File: src/rtl/level_sequencer_pkg.sv
// Shared types and default timing constants for the level sequencer.
package vgaPkg;

  typedef enum logic [2:0] {
    TITLE = 3'd0,
    INTRO = 3'd1,
    PLAY  = 3'd2,
    CLEAR = 3'd3,
    DEATH = 3'd4,
    OVER  = 3'd5
  } state_t;

  // Default pause lengths, in frames, and starting life count
  localparam int INTRO_FRAMES_DEF = 120;
  localparam int CLEAR_FRAMES_DEF = 90;
  localparam int DEATH_FRAMES_DEF = 60;
  localparam int OVER_FRAMES_DEF  = 180;
  localparam int START_LIVES_DEF  = 3;

  // Overlay/enable bundle derived purely from the state
  typedef struct packed {
    logic start_game;
    logic freeze;
    logic show_title;
    logic show_over;
  } ovl_t;

  function automatic ovl_t decode_state(state_t s);
    ovl_t o;
    o.start_game = (s == INTRO) || (s == PLAY) || (s == CLEAR) || (s == DEATH);
    o.freeze     = (s != PLAY);
    o.show_title = (s == TITLE);
    o.show_over  = (s == OVER);
    return o;
  endfunction

endpackage

File: src/rtl/level_sequencer_btn_edge.sv
// Two-flop synchronizer for the raw start button plus a rising-edge detector.
module btn_edge (
  input  logic clk,
  input  logic rst,
  input  logic btn,
  output logic press
);

  logic sync1_reg;
  logic sync2_reg;
  logic prev_reg;

  // Bring the button into the clock domain and remember the last synced level
  always_ff @(posedge clk or posedge rst) begin
    if (rst) begin
      sync1_reg <= 1'b0;
      sync2_reg <= 1'b0;
      prev_reg  <= 1'b0;
    end else begin
      sync1_reg <= btn;
      sync2_reg <= sync1_reg;
      prev_reg  <= sync2_reg;
    end
  end

  // One-cycle pulse when the synchronized level goes 0 -> 1
  assign press = sync2_reg & ~prev_reg;

endmodule

File: src/rtl/level_sequencer.sv
// Game flow sequencer: title, intro, play, clear/death pauses, game over.
// Pauses are measured in frames, counted on the vsync-derived frame tick.
module level_sequencer
  import vgaPkg::*;
#(
  parameter int INTRO_FRAMES = INTRO_FRAMES_DEF,
  parameter int CLEAR_FRAMES = CLEAR_FRAMES_DEF,
  parameter int DEATH_FRAMES = DEATH_FRAMES_DEF,
  parameter int OVER_FRAMES  = OVER_FRAMES_DEF,
  parameter int START_LIVES  = START_LIVES_DEF
) (
  input  logic       clk,
  input  logic       rst,
  input  logic       start_btn,
  input  logic       vsync,
  input  logic       player_hit,
  input  logic       player_win,
  output logic       start_game,
  output logic       freeze,
  output logic [1:0] level,
  output logic [1:0] lives,
  output logic       show_title,
  output logic       show_over
);

  logic       press;
  logic       vsync_d_reg;
  logic       frame_tick_reg;
  state_t     state_reg, state_next;
  logic [7:0] frame_cnt_reg, frame_cnt_next;
  logic [1:0] level_next, lives_next;

  btn_edge u_btn_edge (
    .clk   (clk),
    .rst   (rst),
    .btn   (start_btn),
    .press (press)
  );

  // Frame tick: one-cycle pulse registered after a vsync rising edge
  always_ff @(posedge clk or posedge rst) begin
    if (rst) begin
      vsync_d_reg    <= 1'b0;
      frame_tick_reg <= 1'b0;
    end else begin
      vsync_d_reg    <= vsync;
      frame_tick_reg <= vsync & ~vsync_d_reg;
    end
  end

  // Next-state, frame counter, level and lives update rules
  always_comb begin
    state_next     = state_reg;
    frame_cnt_next = frame_cnt_reg;
    level_next     = level;
    lives_next     = lives;
    case (state_reg)
      TITLE: begin
        if (press) begin
          state_next     = INTRO;
          frame_cnt_next = 8'd0;
          level_next     = 2'd0;
          lives_next     = 2'(START_LIVES);
        end
      end
      INTRO: begin
        if (frame_tick_reg) begin
          if (frame_cnt_reg == 8'(INTRO_FRAMES - 1)) begin
            state_next     = PLAY;
            frame_cnt_next = 8'd0;
          end else begin
            frame_cnt_next = frame_cnt_reg + 8'd1;
          end
        end
      end
      PLAY: begin
        // A hit beats a simultaneous win
        if (player_hit) begin
          state_next     = DEATH;
          frame_cnt_next = 8'd0;
        end else if (player_win) begin
          state_next     = CLEAR;
          frame_cnt_next = 8'd0;
        end
      end
      CLEAR: begin
        if (frame_tick_reg) begin
          if (frame_cnt_reg == 8'(CLEAR_FRAMES - 1)) begin
            frame_cnt_next = 8'd0;
            if (level == 2'd3) begin
              state_next = TITLE;
            end else begin
              state_next = INTRO;
              level_next = level + 2'd1;
            end
          end else begin
            frame_cnt_next = frame_cnt_reg + 8'd1;
          end
        end
      end
      DEATH: begin
        if (frame_tick_reg) begin
          if (frame_cnt_reg == 8'(DEATH_FRAMES - 1)) begin
            frame_cnt_next = 8'd0;
            lives_next     = lives - 2'd1;
            state_next     = (lives == 2'd1) ? OVER : INTRO;
          end else begin
            frame_cnt_next = frame_cnt_reg + 8'd1;
          end
        end
      end
      OVER: begin
        if (frame_tick_reg) begin
          if (frame_cnt_reg == 8'(OVER_FRAMES - 1)) begin
            state_next     = TITLE;
            frame_cnt_next = 8'd0;
          end else begin
            frame_cnt_next = frame_cnt_reg + 8'd1;
          end
        end
      end
      default: begin
        state_next     = TITLE;
        frame_cnt_next = 8'd0;
      end
    endcase
  end

  // State register; outputs are decoded from the next state so they change together with it
  always_ff @(posedge clk or posedge rst) begin
    if (rst) begin
      state_reg     <= TITLE;
      frame_cnt_reg <= 8'd0;
      level         <= 2'd0;
      lives         <= 2'd0;
      start_game    <= 1'b0;
      freeze        <= 1'b1;
      show_title    <= 1'b1;
      show_over     <= 1'b0;
    end else begin
      state_reg     <= state_next;
      frame_cnt_reg <= frame_cnt_next;
      level         <= level_next;
      lives         <= lives_next;
      {start_game, freeze, show_title, show_over} <= decode_state(state_next);
    end
  end

endmodule

File: config.mk
export PLATFORM = sky130hd
export DESIGN_NAME = level_sequencer
export DESIGN_NICKNAME = d
export VERILOG_FILES = /design/src/rtl/level_sequencer_pkg.sv /design/src/rtl/level_sequencer_btn_edge.sv /design/src/rtl/level_sequencer.sv
export SDC_FILE = /design/constraint.sdc
export NUM_CORES = 1
export LEC_CHECK = 0
export BUFFER_PORTS_ARGS = -buffer_cell sky130_fd_sc_hd__buf_2
export CAP_MARGIN = 20
export CORE_ASPECT_RATIO = 0.5
export CORE_MARGIN = 5
export CORE_UTILIZATION = 45
export CTS_BUF_LIST = sky130_fd_sc_hd__clkbuf_8
export CTS_CLUSTER_SIZE = 40
export DETAILED_ROUTE_END_ITERATION = 16
export RECOVER_POWER = 100
export SYNTH_ARGS = -nofsm -noshare
export SYNTH_HDL_FRONTEND = slang
export SYNTH_SLANG_ARGS = --single-unit
File: constraint.sdc
create_clock -name clk -period 2.6 [get_ports clk]
set_clock_uncertainty 0.15 [all_clocks]
set_input_delay 0.52 -clock clk [delete_from_list [all_inputs] [get_ports clk]]
set_output_delay 0.52 -clock clk [all_outputs]
set_load 0.03 [all_outputs]
==> summary.md <==
| Metric | Value |
|---|---|
| DRT Pass-1 Iters | 4 |
| Hold crit path type | in2reg |
| Fmax | 0.4244 GHz |
| Maximum VDD drop | 376.5 µV |
| Clk root buf | clkbuf_8 |
| Mean Syn Cell Area | 9.549 µm² |
| WL final | 2.941 mm |
| Synth Flop Type | dfrtp_1 |
| Antenna diode instance count | 0 |
| Setup WS post-layout | 0.2436 ns |
| Setup Total Neg Slack | 0 ns |
| Total power | 0.8135 mW |
| Initial Util | 46.45% |
| First-pass GRT wire length | 5.030 mm |
| Vias | 1116 |
| Clk_lat worst skew | 0.27 ns |
| Status | finished clean |
| Post-Syn Nets | 154 |
| Share of cells above drive strength 1 | 10.06% |
| Port Buf Inserts | 13 |
| # setup viols final | 0 |
| Fin. max-slew vios | 0 |
| Die area | 4329 µm² |
| GR Util All Layers | 14.57% |
| WS Path Type | reg2reg |
| Fin crit period | 2.356 ns |
| Pwr dens | 536.9 nW/µm² |
| Clock transition at path regs | 0.09 ns |
| Hold-fix buffers at CTS | 0 |
| Core area | 2960 µm² |
| Number of buffers created by CTS | 3 |
| Final Hold Fails | 0 |
| Hold_ws | 0.1983 ns |
| Initial antenna violation count | 0 |
| Drt first-iter violations | 57 |
| Leakage | 0.6744 nW |
| Critical Path AT | 2.41 ns |
| Max-cap violations | 0 |
| Fin nets | 170 |
| DR vias/cell | 5.608 |
| Routed len/inst | 14.78 µm |
| H-tree lvl count | 1 |
| Number of placement rows | 14 |
| DRC viols | 0 |
| Post-DP HPWL | 2.140 mm |
| Distinct cell type count after synthesis | 45 |
| GRT overflow | 0 |
| CTS tree | yes |
| Worst Setup Start Kind | register |
| Post-cts resize count | 0 |
| Setup bufs post-CTS | 0 |
| Die Y | 49.09 µm |
| Crit. End Element | register |
| Syn Std Cell Area | 1375 µm² |
| YS warnings | 0 |
| IO Count | 14 |
| Post-synthesis register bit count | 24 |
| Max FFs per register | 8 |
| Die width | 88.18 µm |
| Vias in the first global route | 1051 |
| Placer Congestion | 0.8195 |
| Mapped Cells | 144 |
| CTS sink count | 24 |
| Remaining antenna violation count | 0 |
| Max Root-Sink Buffers | 2 |
| Critical path peak fanout | 5 |
| Finished Core Util | 51.18% |
| Seq/Total Area, Yosys | 43.86% |
| Worst Tran Pin Value | 1.290 ns |
| Slew HR | 14.01% |
| Largest net degree at the start of global routing | 25 |
| P&R area growth vs syn | 10.19% |
| Worst EP required | 2.65 ns |
| Asr flop ratio synth | 100.0% |
| Final period util | 90.63% |
| Place WS | 0.3967 ns |
| RSZ-0062 raised after global routing | no |
| EDFF count, synth | 0 |
[logic make-up (layout without fill, tap and decap cells)]
| logic type | Yosys count | in the layout | share of synthesized area [%] |
|---|---|---|---|
| AOI/OAI and AO/OA | 34 | 34 | 18.56 |
| muxes | 3 | 3 | 2.275 |
| adders and majority gates | 4 | 4 | 3.640 |
| DFF | 24 | 24 | 43.86 |
| and+or+nand+nor | 64 | 64 | 27.21 |
| buffers and inverters | 15 | 30 | 4.459 |
[worst max-delay path, cell delays in order (launching register included)]
cell	delay, ns
dfrtp_1	0.44
ha_1	0.25
or3b_1	0.43
o311ai_0	0.51
and4b_1	0.34
o32a_1	0.17
[layout make-up]
class / instances / area (µm²)
Inverter: 10 / 37.54
Fill cell: 301 / 1445
Clock buffer: 3 / 41.29
Clock inverter: 1 / 3.754
Tap cell: 40 / 50.05
Multi-Input combinational cell: 105 / 709.4
Sequential cell: 24 / 603.1
Timing Repair Buffer: 16 / 70.07
[routing by layer]
layer / wire length (µm) / track usage, % / vias to the layer above / part of all wire (%)
met2: 1232 / 21.71 / 25 / 42
li1: - / - / 553 / -
met3: 168 / 4.047 / 2 / 5.7
met1: 1532 / 21.59 / 536 / 52
met5: 0 / 0 / - / 0
met4: 8 / 1.508 / 0 / 0.27
[where the power goes]
part / switching, mW / internal, mW / leakage (nW)
Clock: 0.120 / 0.106 / 0.0269
Sequential: 0.0646 / 0.408 / 0.289
Combinational: 0.0551 / 0.0596 / 0.359
[through the flow]
step / instances / instance area [µm²]
3_5_place_dp: 195 / 1489
4_1_cts: 199 / 1534
5_1_grt: 199 / 1515
6_report: 199 / 1515
3_3_place_gp: 195 / 1489
2_1_floorplan: 144 / 1375
[placed cells by master, fill, tap and decap left out, types with 3 or more instances in the layout]
cell | Yosys | routed
a21oi_1 | 6 | 6
a22o_1 | 4 | 4
and3_1 | 4 | 4
buf_2 | 4 | 5
clkbuf_1 | 1 | 10
clkbuf_8 | 0 | 3
dfrtp_1 | 22 | 22
ha_1 | 4 | 4
inv_1 | 10 | 11
nand2_1 | 7 | 7
nand2b_1 | 6 | 6
nand3b_1 | 3 | 3
nand4b_1 | 4 | 4
nor2_1 | 14 | 14
nor2b_1 | 6 | 6
nor3_1 | 7 | 7
o21ai_0 | 4 | 4
o21ai_1 | 3 | 3
[path summary, 6_finish.rpt]
check / to / slack [ns] / depth (start not counted) / from
worst max-delay path: start_game / 0.24 / 5 / frame_cnt_reg[0]
worst min-delay path: u_btn_edge.sync1_reg / 0.20 / 1 / start_btn
worst max register to register: start_game / 0.24 / 5 / frame_cnt_reg[0]
worst min register to register: u_btn_edge.sync2_reg / 0.22 / 0 / u_btn_edge.sync1_reg
max in group asynchronous: lives[0] / 1.03 / 3 / rst
min in group asynchronous: frame_cnt_reg[5] / 0.50 / 3 / rst
[Yosys cell counts (3+ instances only)]
cell      count  area [µm²]
dfrtp_1      22       550.5
nor2_1       14       52.55
inv_1        10       37.54
nand2_1       7       26.28
nor3_1        7       35.03
a21oi_1       6       30.03
nand2b_1      6       37.54
nor2b_1       6       37.54
a22o_1        4       35.03
and3_1        4       25.02
buf_2         4       20.02
ha_1          4       50.05
nand4b_1      4       35.03
o21ai_0       4       20.02
nand3b_1      3       22.52
o21ai_1       3       15.01
Note: power is estimated with default switching activity, not from simulation.
